--- src/rtl/cpu_pkg.sv ---
// Shared types and constants for the 32-bit RISC core pipeline.
// Holds the IF/ID register layout, the canonical NOP and the fetch state encoding.
package cpu_pkg;

  localparam int XLEN = 32;

  localparam logic [XLEN-1:0] NOP = 32'h0000_0000;

  typedef enum logic {
    RUN   = 1'b0,
    FAULT = 1'b1
  } fetch_state_t;

  typedef struct packed {
    logic [XLEN-1:0] instr;
    logic [XLEN-1:0] pc;
    logic [XLEN-1:0] pcplus4;
    logic            valid;
  } ifid_t;

  // A bubble carries no instruction, so its PC fields are zeroed as well.
  localparam ifid_t IFID_BUBBLE = '{
    instr:   NOP,
    pc:      '0,
    pcplus4: '0,
    valid:   1'b0
  };

endpackage

--- src/rtl/ifetch_stage_ifid_reg.sv ---
// IF/ID pipeline register: synchronous reset, flush to a bubble, or hold on stall.
// Flush outranks hold, so a redirect during a stall still kills the wrong-path slot.
module ifid_reg
  import cpu_pkg::*;
(
  input  logic  clk,
  input  logic  reset,
  input  logic  hold,
  input  logic  flush,
  input  ifid_t d,
  output ifid_t q
);

  always_ff @(posedge clk) begin
    if (reset) begin
      q <= IFID_BUBBLE;
    end else if (flush) begin
      q <= IFID_BUBBLE;
    end else if (!hold) begin
      q <= d;
    end
  end

endmodule

--- src/rtl/ifetch_stage.sv ---
// Instruction-fetch stage: owns the PC, addresses the combinational imem and fills IF/ID.
// A misaligned or out-of-range PC parks the stage in FAULT until reset.
module ifetch_stage
  import cpu_pkg::*;
#(
  parameter int          n        = XLEN,
  parameter int          r        = 7,
  parameter logic [n-1:0] RESET_PC = '0
) (
  input  logic         clk,
  input  logic         reset,
  input  logic         stall,
  input  logic         redirect,
  input  logic [n-1:0] redirect_pc,
  output logic [r-1:0] imem_addr,
  input  logic [n-1:0] imem_data,
  output logic [n-1:0] pc,
  output logic [n-1:0] id_instr,
  output logic [n-1:0] id_pc,
  output logic [n-1:0] id_pcplus4,
  output logic         id_valid,
  output logic         fault
);

  fetch_state_t state;
  fetch_state_t state_next;

  logic [n-1:0] pc_q;
  logic [n-1:0] pc_next;
  logic [n-1:0] pc_plus4;

  logic misaligned;
  logic out_of_range;
  logic bad_pc;

  logic  ifid_hold;
  logic  ifid_flush;
  ifid_t ifid_d;
  ifid_t ifid_q;

  assign pc_plus4  = pc_q + n'(4);
  assign imem_addr = pc_q[r+1:2];

  // Any set bit above the word index means the PC lies beyond imem; no aliasing wrap.
  assign misaligned   = |pc_q[1:0];
  assign out_of_range = |pc_q[n-1:r+2];
  assign bad_pc       = misaligned | out_of_range;

  always_ff @(posedge clk) begin
    if (reset) begin
      state <= RUN;
      pc_q  <= RESET_PC;
    end else begin
      state <= state_next;
      pc_q  <= pc_next;
    end
  end

  // Priority within RUN: fault detect, then redirect, then stall, then advance.
  always_comb begin
    state_next = state;
    pc_next    = pc_q;
    ifid_hold  = 1'b0;
    ifid_flush = 1'b0;
    case (state)
      RUN: begin
        if (bad_pc) begin
          state_next = FAULT;
          ifid_flush = 1'b1;
        end else if (redirect) begin
          pc_next    = redirect_pc;
          ifid_flush = 1'b1;
        end else if (stall) begin
          ifid_hold  = 1'b1;
        end else begin
          pc_next    = pc_plus4;
        end
      end
      FAULT: begin
        ifid_flush = 1'b1;
      end
      default: begin
        state_next = FAULT;
        ifid_flush = 1'b1;
      end
    endcase
  end

  always_comb begin
    ifid_d         = IFID_BUBBLE;
    ifid_d.instr   = imem_data;
    ifid_d.pc      = pc_q;
    ifid_d.pcplus4 = pc_plus4;
    ifid_d.valid   = 1'b1;
  end

  ifid_reg u_ifid_reg (
    .clk   (clk),
    .reset (reset),
    .hold  (ifid_hold),
    .flush (ifid_flush),
    .d     (ifid_d),
    .q     (ifid_q)
  );

  assign pc         = pc_q;
  assign id_instr   = ifid_q.instr;
  assign id_pc      = ifid_q.pc;
  assign id_pcplus4 = ifid_q.pcplus4;
  assign id_valid   = ifid_q.valid;
  assign fault      = (state == FAULT);

endmodule

--- config.mk ---
export PLATFORM = sky130hd
export DESIGN_NAME = ifetch_stage
export DESIGN_NICKNAME = d
export VERILOG_FILES = /design/src/rtl/cpu_pkg.sv /design/src/rtl/ifetch_stage_ifid_reg.sv /design/src/rtl/ifetch_stage.sv
export SDC_FILE = /design/constraint.sdc
export NUM_CORES = 1
export LEC_CHECK = 0
export BUFFER_PORTS_ARGS = -buffer_cell sky130_fd_sc_hd__clkbuf_2
export CAP_MARGIN = 0
export CORE_MARGIN = 2
export CORE_UTILIZATION = 48
export CTS_CLUSTER_SIZE = 24
export DETAILED_ROUTE_END_ITERATION = 16
export PLACE_DENSITY = 0.77
export SKIP_CTS_REPAIR_TIMING = 1
export SYNTH_ARGS = -nofsm -noshare
export SYNTH_HDL_FRONTEND = slang
export SYNTH_SLANG_ARGS = --single-unit
--- constraint.sdc ---
create_clock -name clk -period 3.1 [get_ports clk]
set_clock_uncertainty 0.1 [all_clocks]
set_input_delay 0.465 -clock clk [delete_from_list [all_inputs] [get_ports clk]]
set_output_delay 0.465 -clock clk [all_outputs]
set_load 0.02 [all_outputs]
==> out/results.txt <==
Status -> finished clean
MaxCap Viol Count -> 0
Cell total after placement -> 870
Setup WS pre-CTS -> 0.511 ns
Clock Pin Slew Worst Setup and Hold Paths -> 0.06 ns
Commonest cells after routing, fill and taps aside -> clkbuf_2, dfxtp_1, nand2_1, a21oi_1, nor2_1
Worst Tran Pin Value -> 0.809 ns
Worst Hold Depth -> 3
Highest clock rate -> 383 MHz
Vias -> 4705
LEAKAGE -> 2.94 nW
WP data required -> 3.42 ns
Mapped Area -> 4990 um2
Clk sinks -> 128
CP max FO -> 22
DRT met1 WL -> 5.69 mm
First-pass GRT wire length -> 21.2 mm
Residual DRC -> 0
Row cnt -> 37
Routed wire length per instance -> 15.0 um
Post-synth cell types -> 40
Max clock buf depth -> 2
Worst-Skew Late Latency -> 0.52 ns
Top routing layer used -> met4
Die Footprint -> 11200 um2
CTS tree -> done
Final hold vios -> 0
Final setup fails -> 0
CP Class -> reg -> reg
# diodes -> 0
IO Pins -> 205
Initial antenna violation count -> 0
Post-layout minimum cycle time -> 2.61 ns
Setup slack after layout -> 0.486 ns
DR WL met2 -> 6.61 mm
Syn_area_per_cell -> 8.79 um2
Core area -> 10200 um2
CTS buffer count -> 17
Fin util -> 0.649
Synth Instances -> 568
Crit path arrival time -> 2.93 ns
Layout cells sized above 1 -> 0.335
Min-delay worst type -> in -> reg
Final global-route overflow total -> 0
RSZ-0062 raised after global routing -> false
Fill count -> 877
Total wire length -> 13.5 mm
Routed vias/inst -> 5.22
Final worst-path cycle share -> 0.843
Nets@finish -> 822
Number of max-slew violations in the final report -> 0
Starting Density -> 0.488
CTS root buf -> clkbuf_8
Synthesized flop and latch total -> 128
Register area share after synthesis -> 0.513
Die width -> 106 um
Htree depth -> 4
VDD IR max -> 345 uV
Fin cells -> 901
Initial drt markers -> 370
Cell Pwr Density -> 830 nW/um2
Reg2reg path depth -> 5
Die H -> 106 um
Vias in the first global route -> 4395
Overall Global Routing Usage -> 0.238
Number of iterations in the first detailed-routing pass -> 5
Largest net degree at the start of global routing -> 92
CP endpoint kind -> flop
Critical path launch point type -> flop
Total power -> 5.51 mW
Final ANT Viol Nets -> 0
Area occupied by multi-input gates -> 2160 um2
Max-slew headroom at the worst pin -> 0.459
Gpl congestion -> 0.867
Area grow syn2layout -> 32.9%
Post-route setup TNS -> 0 ns
Final HPWL from detailed placement -> 9.74 mm
Synth warn -> 0
PortBufs -> 204
Commonest non-fill, non-tap cell in the layout -> clkbuf_2
Synth Net Count -> 637
WL met3 -> 978 um
Sequential cell area -> 2560 um2
## layer usage
| metal | vias to the layer above | GRT usage |
|---|---|---|
| met5 | - | 0 |
| met4 | 0 | 0.104 |
| met3 | 23 | 0.0619 |
| met2 | 194 | 0.411 |
| met1 | 2170 | 0.279 |
| li1 | 2318 | - |
## state kept, by name (all words and copies together), names as in the netlist
| signal | count |
|---|---|
| fault | 1 |
| pc | 32 |
| u_ifid_reg.q | 95 |
## critical path: stages, from the launching register on
cell and delay, ns:
dfxtp_1 0.38, or4_1 0.60, nand3b_4 0.26, or4_2 0.71, buf_4 0.27, a211oi_1 0.20
## Yosys cell counts
master,n,area (um2)
a21oi_1,72,360
or3_1,2,12.5
mux2i_1,4,40.0
nand4_2,1,12.5
buf_2,6,30.0
buf_6,2,22.5
o41ai_1,1,8.76
buf_4,11,82.6
o31ai_1,2,15.0
a32o_1,2,20.0
nor3_2,1,10.0
nand3b_4,1,20.0
nor2_1,31,116
nor3b_1,1,7.51
a22o_1,15,131
o21ai_1,1,5.00
and3_1,4,25.0
or4_1,2,15.0
inv_1,8,30.0
nor4_2,1,12.5
nand4_1,9,56.3
nor4_1,9,56.3
xor2_1,12,105
clkinv_1,1,3.75
nor3_4,1,16.3
mux2_2,1,11.3
clkbuf_1,31,116
nor3_1,3,15.0
dfxtp_1,128,2560
nand2_1,113,424
ha_1,1,12.5
a211oi_1,7,52.6
nor2_8,1,20.0
xnor2_1,16,140
nor4b_2,1,15.0
nand2b_1,2,12.5
o21ai_0,20,100
o21a_1,23,173
and4_1,5,43.8
nand3_1,16,80.1
## kinds of logic (layout without fill, tap and decap cells)
group / after synthesis / count (layout) / share of synthesized area
xor+xnor: 28 / 28 / 0.0491
buf+inv: 59 / 256 / 0.0571
simple gates: 204 / 204 / 0.194
compound gates: 143 / 143 / 0.173
mux: 5 / 5 / 0.0103
fa+ha+maj: 1 / 1 / 0.00251
flops: 128 / 128 / 0.513
## final timing paths
check | start | slack, ns | endpoint
worst min-delay path | redirect_pc[18] | 0.05 | pc[18]
worst min register to register | u_ifid_reg.q[87] | 0.35 | u_ifid_reg.q[87]
worst max-delay path | pc[21] | 0.49 | u_ifid_reg.q[7]
worst max register to register | pc[21] | 0.49 | u_ifid_reg.q[7]
## stage by stage
step | area [um2] | hold WS, ns
floorplan | 4990 | 0.375
global placement | 6050 | 0.342
detailed placement | 6050 | 0.349
CTS | 6640 | 0.0289
global route | 6640 | 0.0438
finish | 6640 | 0.0529
## area by class of cell
cell class              count  area share
flip-flops and latches    128       0.386
multi-input cells         381       0.326
repair buffers            216       0.169
clock buffers              21      0.0677
well taps                 136      0.0256
clock inverters            10      0.0205
inverters                   9     0.00509
## power by group
part           leakage [nW]  switching, mW  total, mW  internal (mW)
Combinational          1.62          0.978       1.50          0.520
Sequential             1.03          0.223       2.06           1.84
Clock                 0.280          0.692       1.95           1.26
Total                  2.94           1.89       5.51           3.62
Power figures use the tool's default switching activity.
